<file path="src/rtl/apb_requester.sv">
// Single-outstanding APB initiator. Turns a valid/ready command stream into
// APB SETUP/ACCESS phases and returns read data and error status on a
// valid/ready response stream. A wait-state watchdog aborts transfers to a
// completer that never raises pready.
module apb_requester #(
    parameter int unsigned ADDR_WIDTH     = 16,
    parameter int unsigned DATA_WIDTH     = 16,
    parameter int unsigned TIMEOUT_CYCLES = 255
) (
    input  logic                  i_clk,
    input  logic                  i_rst,
    // command stream
    input  logic                  i_cmd_valid,
    output logic                  o_cmd_ready,
    input  logic                  i_cmd_write,
    input  logic [ADDR_WIDTH-1:0] i_cmd_addr,
    input  logic [DATA_WIDTH-1:0] i_cmd_wdata,
    // response stream
    output logic                  o_resp_valid,
    input  logic                  i_resp_ready,
    output logic [DATA_WIDTH-1:0] o_resp_rdata,
    output logic                  o_resp_err,
    output logic                  o_resp_timeout,
    output logic                  o_busy,
    // APB initiator side
    output logic                  o_psel,
    output logic                  o_penable,
    output logic                  o_pwrite,
    output logic [ADDR_WIDTH-1:0] o_paddr,
    output logic [DATA_WIDTH-1:0] o_pwdata,
    input  logic                  i_pready,
    input  logic [DATA_WIDTH-1:0] i_prdata,
    input  logic                  i_pslverr
);

    if ((DATA_WIDTH % 8) != 0) begin : g_bad_data_width
        $error("apb_requester: DATA_WIDTH must be a multiple of 8");
    end

    localparam logic [1:0] S_IDLE   = 2'd0;
    localparam logic [1:0] S_SETUP  = 2'd1;
    localparam logic [1:0] S_ACCESS = 2'd2;
    localparam logic [1:0] S_RESP   = 2'd3;

    // A disabled watchdog still keeps a 1-bit counter so the logic stays uniform.
    localparam int unsigned CNT_W = (TIMEOUT_CYCLES == 0) ? 1 : $clog2(TIMEOUT_CYCLES + 1);
    localparam logic [CNT_W-1:0] CNT_LAST = CNT_W'(TIMEOUT_CYCLES - 1);

    logic [1:0]            r_state;
    logic [CNT_W-1:0]      r_wait_cnt;
    logic                  r_psel;
    logic                  r_penable;
    logic                  r_pwrite;
    logic [ADDR_WIDTH-1:0] r_paddr;
    logic [DATA_WIDTH-1:0] r_pwdata;
    logic                  r_resp_valid;
    logic [DATA_WIDTH-1:0] r_resp_rdata;
    logic                  r_resp_err;
    logic                  r_resp_timeout;
    logic                  r_busy;

    logic                  w_cmd_ready;
    logic                  w_cnt_sat;
    logic                  w_timeout_hit;

    // Command acceptance is only possible in IDLE; watchdog decode from the counter.
    always_comb begin
        w_cmd_ready   = (r_state == S_IDLE);
        w_cnt_sat     = &r_wait_cnt;
        w_timeout_hit = (TIMEOUT_CYCLES != 0) && (r_wait_cnt == CNT_LAST);
    end

    // Transfer sequencer: all bus and response outputs are registered here.
    always_ff @(posedge i_clk) begin
        if (i_rst) begin
            r_state        <= S_IDLE;
            r_wait_cnt     <= '0;
            r_psel         <= 1'b0;
            r_penable      <= 1'b0;
            r_pwrite       <= 1'b0;
            r_paddr        <= '0;
            r_pwdata       <= '0;
            r_resp_valid   <= 1'b0;
            r_resp_rdata   <= '0;
            r_resp_err     <= 1'b0;
            r_resp_timeout <= 1'b0;
            r_busy         <= 1'b0;
        end else begin
            case (r_state)
                S_IDLE: begin
                    if (i_cmd_valid) begin
                        r_paddr   <= i_cmd_addr;
                        r_pwdata  <= i_cmd_wdata;
                        r_pwrite  <= i_cmd_write;
                        r_psel    <= 1'b1;
                        r_penable <= 1'b0;
                        r_busy    <= 1'b1;
                        r_state   <= S_SETUP;
                    end
                end
                S_SETUP: begin
                    r_penable  <= 1'b1;
                    r_wait_cnt <= '0;
                    r_state    <= S_ACCESS;
                end
                S_ACCESS: begin
                    if (i_pready) begin
                        r_resp_rdata   <= r_pwrite ? '0 : i_prdata;
                        r_resp_err     <= i_pslverr;
                        r_resp_timeout <= 1'b0;
                        r_psel         <= 1'b0;
                        r_penable      <= 1'b0;
                        r_resp_valid   <= 1'b1;
                        r_state        <= S_RESP;
                    end else if (w_timeout_hit) begin
                        r_resp_rdata   <= '0;
                        r_resp_err     <= 1'b1;
                        r_resp_timeout <= 1'b1;
                        r_psel         <= 1'b0;
                        r_penable      <= 1'b0;
                        r_resp_valid   <= 1'b1;
                        r_state        <= S_RESP;
                    end else if (!w_cnt_sat) begin
                        r_wait_cnt <= r_wait_cnt + 1'b1;
                    end
                end
                S_RESP: begin
                    if (i_resp_ready) begin
                        r_resp_valid <= 1'b0;
                        r_busy       <= 1'b0;
                        r_state      <= S_IDLE;
                    end
                end
                default: begin
                    r_state <= S_IDLE;
                end
            endcase
        end
    end

    // Output mapping.
    always_comb begin
        o_cmd_ready    = w_cmd_ready;
        o_resp_valid   = r_resp_valid;
        o_resp_rdata   = r_resp_rdata;
        o_resp_err     = r_resp_err;
        o_resp_timeout = r_resp_timeout;
        o_busy         = r_busy;
        o_psel         = r_psel;
        o_penable      = r_penable;
        o_pwrite       = r_pwrite;
        o_paddr        = r_paddr;
        o_pwdata       = r_pwdata;
    end

endmodule

</file>
<file path="config.mk">
export PLATFORM = sky130hd
export DESIGN_NAME = apb_requester
export DESIGN_NICKNAME = d
export VERILOG_FILES = /design/src/rtl/apb_requester.sv
export SDC_FILE = /design/constraint.sdc
export NUM_CORES = 1
export LEC_CHECK = 0
export CAP_MARGIN = 15
export CORE_UTILIZATION = 42
export CTS_CLUSTER_DIAMETER = 60
export DETAILED_ROUTE_END_ITERATION = 10
export GPL_TIMING_DRIVEN = 0
export PLACE_DENSITY = 0.8
export SYNTH_ARGS = -nofsm -noshare
export SYNTH_HDL_FRONTEND = slang
export SYNTH_SLANG_ARGS = --single-unit
</file>
<file path="constraint.sdc">
create_clock -name i_clk -period 2.2 [get_ports i_clk]
set_input_delay 0.22 -clock i_clk [delete_from_list [all_inputs] [get_ports i_clk]]
set_output_delay 0.22 -clock i_clk [all_outputs]
set_load 0.02 [all_outputs]
</file>
==> key figures, run 1 <==
Synth
  • Share of the synthesized area in the top cell type: 50.71%
  • Yosys warns: 0
  • Main area contributors after synthesis: dfxtp_1, nand2_1, a21oi_1
  • Post-Syn Instances: 290
  • EDFF count, synth: 0
  • Ys async rst share: 0%
  • Commonest cells post-synth: nand2_1, dfxtp_1, a21oi_1
  • Post-synth top area cell: dfxtp_1
  • Most common cell in the netlist: nand2_1
  • Mapped Avg Cell Area: 8.849 um2
  • Post-synth top flop: dfxtp_1
  • Sequential share of the synthesized area: 50.71%
  • Synth cell types: 41
  • FF+latch count, synth: 65
  • Syn nets: 352
  • Synth Cell Area: 0.002566 mm2

Timing
  • Final min period: 1.931 ns
  • F_max: 517.8 MHz
  • Slew @ Worst Pin: 0.5352 ns
  • Final Hold Fails: 0
  • Setup TNS: 0 ns
  • Max Slew Vio Count: 0
  • Rel. slew slack: 64.32%
  • Period utilization: 87.79%
  • Setup Viol. Count Final: 0
  • Hold Slack: 0.4207 ns
  • Clock Skew: 0.006159 ns
  • RSZ-0062 raised after global routing: no

Routing
  • Total number of vias: 2,495
  • Routed Antenna Nets: 0
  • WL final: 6.494 mm
  • Residual DRC count: 0
  • Routed vias/inst: 5.081
  • Post-DR wirelength/cell: 13.23 um
  • DRT iter0 DRCs: 91
  • DRT Pass-1 Iters: 4

Die
  • FP Rows: 28
  • I/O pin count: 111
  • Initial Util: 43.34%
  • Die Ht: 80.17 um
  • Core footprint: 0.005921 mm2
  • Die width: 80.17 um
  • Die ar.: 0.006426 mm2

Final layout
  • Cell area after layout: 0.003973 mm2
  • Layout cell share with drive strength beyond 1: 9.135%
  • Antenna cells: 0
  • Final Net Count: 473
  • Area delta synth->final: 54.80%

Job
  • Max_cap viols: 0

Run status
  • Status: complete, no violations

Setup path
  • Data arrival time of the critical path: 1.71 ns
  • CP top delay family: buffers and inverters
  • Critical path class: flip-flop to output port
  • CP max stage delay: 0.64 ns
  • Crit. End Element: output port
  • Worst Setup Start Kind: flip-flop
  • WP buf/inv: 2
  • CP cell instances: inv_1 -> ha_1 -> clkdlybuf4s50_1
  • Worst EP required: 1.98 ns
  • CP max stage cell: clkdlybuf4s50_1
  • CP Max Fanout: 6

Clocking
  • Maximum buffer depth of the clock tree: 2
  • Clock Latency Late Sink: 0.34 ns
  • CTS sink cnt: 65
  • CTS root buffer: clkbuf_8
  • CTS tree: built
  • Hold buffers post-CTS: 0
  • Htree depth: 3
  • Clock slew at reported path FFs: 0.08 ns
  • TritonCTS Buffers: 9

GRT
  • Vias in the first global route: 2,362
  • Gr ovfl total: 0
  • Total track usage: 21.34%
  • First-pass GRT wire length: 10.46 mm
  • Initial antenna violation count: 0
  • Largest net degree at the start of global routing: 13

Placed design
  • Final GP Congestion: 0.8589
  • Cell area after placement: 0.003761 mm2
  • Port bufs: 110
  • Dpl hpwl: 4.800 mm

Power and ir drop
  • Lkg Pwr: 1.465 nW
  • PD cells: 948.4 mW/mm2
  • VDD IR max: 0.0005343 V

Hold path
  • Hold/Removal Path Class: primary input to flip-flop
[metal layers]
layer | track usage [%] | share of wire (%)
met5 | 0 | 0
met4 | 10.00 | 2.0
met3 | 8.523 | 7.2
met2 | 35.04 | 47
met1 | 24.10 | 44
[report_power, final]
part           internal (mW)  switching [mW]  leakage, nW
Combinational          0.581           0.729        0.837
Sequential              1.34          0.0917        0.530
Clock                  0.555           0.468       0.0985
Total                   2.48            1.29         1.47
[repair_timing]
action,in CTS,in global routing
endpoints found under the setup margin,0,9
buffers inserted,0,0
gates resized for setup,0,1
[path summary, 6_finish.rpt]
check	from	end	slack, ns	cells after the start
worst max-delay path	r_state[0]	o_cmd_ready	0.27	3
worst min register to register	o_pwdata[8]	o_pwdata[8]	0.45	2
worst min-delay path	i_cmd_addr[2]	o_paddr[2]	0.42	3
worst max register to register	r_state[0]	o_paddr[10]	0.27	7
[per-stage QoR]
step                cells  worst slack [ns]  util, %  power [mW]
detailed placement    475            0.1237    63.52       2.767
global placement      475            0.1068    63.52       2.739
global route          491           0.05094    67.10       3.993
CTS                   491            0.1634    66.99       3.797
floorplan             290            0.5497        -       2.197
finish                491            0.2686    67.10       3.768
[cell type report]
cell class,instances,area [um2]
fillers,503,1948
flip-flops and latches,65,1301
multi-input cells,203,1171
repair buffers,110,1101
clock buffers,10,137.6
well taps,75,93.84
plain buffers,17,81.33
clock inverters,6,67.56
inverters,5,18.77
[kinds of logic after synthesis]
logic type | synth area share (%)
DFF | 50.71
AOI/OAI and AO/OA | 21.75
buffers and inverters | 3.900
and+or+nand+nor | 19.02
xor gates and xnor gates | 0.3414
muxes | 0.8776
adders and majority gates | 3.413
[flip-flops by register name, summed over array words and instances, names as in the netlist]
signal / flops
o_paddr: 16
o_penable: 1
o_resp_rdata: 16
o_psel: 1
o_resp_err: 1
r_state: 2
r_wait_cnt: 8
o_resp_timeout: 1
o_pwrite: 1
o_busy: 1
o_pwdata: 16
o_resp_valid: 1
[worst reg2reg max path: stages, from the launching register on]
cell,delay [ns]
dfxtp_1,0.34
inv_1,0.13
ha_1,0.27
and2_1,0.15
clkbuf_1,0.28
clkbuf_1,0.40
nand2_1,0.11
a21oi_1,0.17
[layout by cell type, fill, tap and decap left out, drive strengths merged, types with 3 or more instances in the layout]
cell and instances:
clkinv 3, clkbuf 19, nand2b 3, clkdlybuf4s50 110
o21ai 5, ha 7, inv 5, nor3 4
nor2 7, a22o 16, buf 8, o211ai 3
dfxtp 65, a31oi 6, a21oi 39, nand2 80
a211oi 4
No activity file was read; power rests on OpenSTA's default activity.
==> inputs of run 2 (changes only) <==
--- a/config.mk
+++ b/config.mk
@@ -11,6 +11,7 @@
 export DETAILED_ROUTE_END_ITERATION = 10
 export GPL_TIMING_DRIVEN = 0
 export PLACE_DENSITY = 0.8
+export RECOVER_POWER = 25
 export SYNTH_ARGS = -nofsm -noshare
 export SYNTH_HDL_FRONTEND = slang
 export SYNTH_SLANG_ARGS = --single-unit
==> run 2 against run 1 <==
- power down 0.84%
- core utilization unchanged
- critical endpoint unchanged
- routed wire length down 0.22%
- clock skew about the same
- first-iteration DRC count down 13%
- sequential share of layout area unchanged
- via count about the same
- sequential power about the same
- count of clock-buffer cells in the layout unchanged
- combinational power about the same
==> key figures, run 2 (synthesized netlist as in run 1, its figures left out) <==
Placed design
  • Port bufs: 110 (unchanged)
  • Cell count after placement: 475 (unchanged)
  • Final GP Congestion: 0.8589 (unchanged)
  • Dpl hpwl: 4.800 mm (unchanged)

Run status
  • Status: complete, no violations

Setup path
  • CP max stage cell: clkdlybuf4s50_1
  • R2R cell count: 7 (unchanged)
  • Worst Setup Start Kind: flip-flop
  • CP max stage delay: 0.64 ns (about the same)
  • WP buf/inv: 2 (unchanged)
  • Crit. End Element: output port
  • CP top delay family: buffers and inverters
  • Data arrival time of the critical path: 1.71 ns (about the same)
  • Worst setup path startpoint: r_state[0]
  • CP Max Fanout: 6 (unchanged)
  • R2r endpoint: o_paddr[10]
  • Flop-to-flop setup slack: 0.27 ns (about the same)
  • Worst R2R Start: r_state[0]
  • Worst EP required: 1.98 ns (about the same)
  • Critical path class: flip-flop to output port
  • CP cell instances: inv_1 -> ha_1 -> clkdlybuf4s50_1

Routing
  • Length of routed wiring on met1: 2.787 mm (-2.1%)
  • DRT iter0 DRCs: 79 (-13%)
  • Residual DRC count: 0 (unchanged)
  • WL final: 6.480 mm (-0.22%)
  • Met2 routed WL: 3.076 mm (+0.95%)
  • DRT Pass-1 Iters: 4 (unchanged)
  • Routed Antenna Nets: 0 (unchanged)
  • Max Used Layer: met4
  • Post-DR wirelength/cell: 13.20 um (-0.22%)
  • Routed vias/inst: 5.086 (about the same)
  • Total number of vias: 2,497 (+0.080%)
  • Met3 routed WL: 488 um (+3.8%)

Clocking
  • CTS tree: built
  • Htree depth: 3 (unchanged)
  • Clock slew at reported path FFs: 0.08 ns (about the same)
  • TritonCTS Buffers: 9 (unchanged)
  • Clock Latency Late Sink: 0.34 ns (about the same)
  • Maximum buffer depth of the clock tree: 2 (unchanged)
  • Setup bufs post-CTS: 0 (unchanged)
  • CTS sink cnt: 65 (unchanged)
  • CTS root buffer: clkbuf_8

Die
  • FP Rows: 28 (unchanged)
  • I/O pin count: 111 (unchanged)
  • Die width: 80.17 um (unchanged)
  • Core footprint: 0.005921 mm2 (unchanged)
  • Initial Util: 43.34% (unchanged)
  • Die ar.: 0.006426 mm2 (unchanged)
  • Die Ht: 80.17 um (unchanged)

Final layout
  • Most frequent cells in the layout: nand2_1, clkdlybuf4s50_1, dfxtp_1
  • Layout cell share with drive strength beyond 1: 9.135% (unchanged)
  • Antenna cells: 0 (unchanged)
  • Area delta synth->final: 54.80% (unchanged)
  • Filler Cell Count: 503 (unchanged)
  • Final Net Count: 473 (unchanged)
  • Area of the multi-input gates: 0.001171 mm2 (unchanged)
  • Final Non-Filler Cells: 491 (unchanged)
  • Register Area: 0.001301 mm2 (unchanged)

Power and ir drop
  • PD cells: 940.4 mW/mm2 (-0.84%)
  • Lkg Pwr: 1.554 nW (+6.1%)
  • VDD IR max: 0.0005323 V (-0.38%)

Job
  • Max_cap viols: 0 (unchanged)

GRT
  • First-pass GRT wire length: 10.46 mm (unchanged)
  • Gr ovfl total: 0 (unchanged)
  • Initial antenna violation count: 0 (unchanged)
  • Total track usage: 21.34% (unchanged)
  • Vias in the first global route: 2,362 (unchanged)
  • Largest net degree at the start of global routing: 13 (unchanged)

Timing
  • Slew @ Worst Pin: 0.5218 ns (-0.01340 ns)
  • Final Hold Fails: 0 (unchanged)
  • Rel. slew slack: 65.21% (+0.89 points)
  • Setup TNS: 0 ns (unchanged)
  • Max Slew Vio Count: 0 (unchanged)
  • Clock Skew: 0.006446 ns (+0.0002870 ns)
  • Setup Viol. Count Final: 0 (unchanged)
  • RSZ-0062 raised after global routing: no
  • Period utilization: 87.71% (about the same)
  • F_max: 518.2 MHz (about the same)
  • Final min period: 1.930 ns (-0.001742 ns)

Hold path
  • Hold depth: 3 (unchanged)
  • Hold/Removal Path Class: primary input to flip-flop
  • Hold path start: i_cmd_addr[2]
  • WHS Endpoint: o_paddr[2]
run 2: stage by stage:
step | utilization, % | hold WS, ns | power (mW) | setup WS [ns] | area [um2]
after floorplan | - | 0.3162 | 2.197 | 0.5497 | 2566
after global placement | 63.52 | 0.4407 | 2.739 | 0.1068 | 3761
after detailed placement | 63.52 | 0.4453 | 2.767 | 0.1237 | 3761
after CTS | 66.99 | 0.4079 | 3.797 | 0.1634 | 3966
after global routing | 67.10 | 0.4241 | 3.964 | 0.05094 | 3973
final | 67.10 | 0.4205 | 3.736 | 0.2704 | 3973
run 2: worst register-to-register path, stage by stage (launching register included):
cell	delay [ns]
dfxtp_1	0.34
inv_1	0.13
ha_1	0.27
and2_1	0.15
clkbuf_1	0.29
clkbuf_1	0.40
nand2_1	0.11
a21oi_1	0.17
run 2: repair_timing:
action,CTS,global route
endpoints found under the setup margin,0,9
hold buffers,0,0
gates resized for setup,0,1
run 2: worst max-delay path by stage:
| stage | to | slack, ns | cells after the start |
|---|---|---|---|
| 3_5_place_dp | o_resp_rdata[5] | 0.12 | 5 |
| 4_1_cts | o_resp_rdata[10] | 0.16 | 7 |
| 6_report | o_cmd_ready | 0.27 | 3 |
| 3_3_place_gp | o_resp_rdata[8] | 0.11 | 5 |
| 2_1_floorplan | o_paddr[15] | 0.55 | 7 |
| 5_1_grt | o_paddr[10] | 0.05 | 7 |
run 2: layout make-up:
class                   instances  share of cell area (%)
plain buffers                  17                   2.047
inverters                       5                  0.4724
repair buffers                110                   27.72
flip-flops and latches         65                   32.76
clock inverters                 6                   1.701
multi-input cells             203                   29.48
clock buffers                  10                   3.465
well taps                      75                   2.362
run 2: where the power goes:
part / internal [mW] / switching (mW)
clock network: 0.555 / 0.468
registers: 1.34 / 0.0883
logic: 0.555 / 0.728
total: 2.45 / 1.28
run 2: routing by layer:
metal | vias up | GRT usage, %
li1 | 1249 | -
met5 | - | 0
met4 | 0 | 10.00
met1 | 1160 | 24.10
met3 | 13 | 8.523
met2 | 75 | 35.04
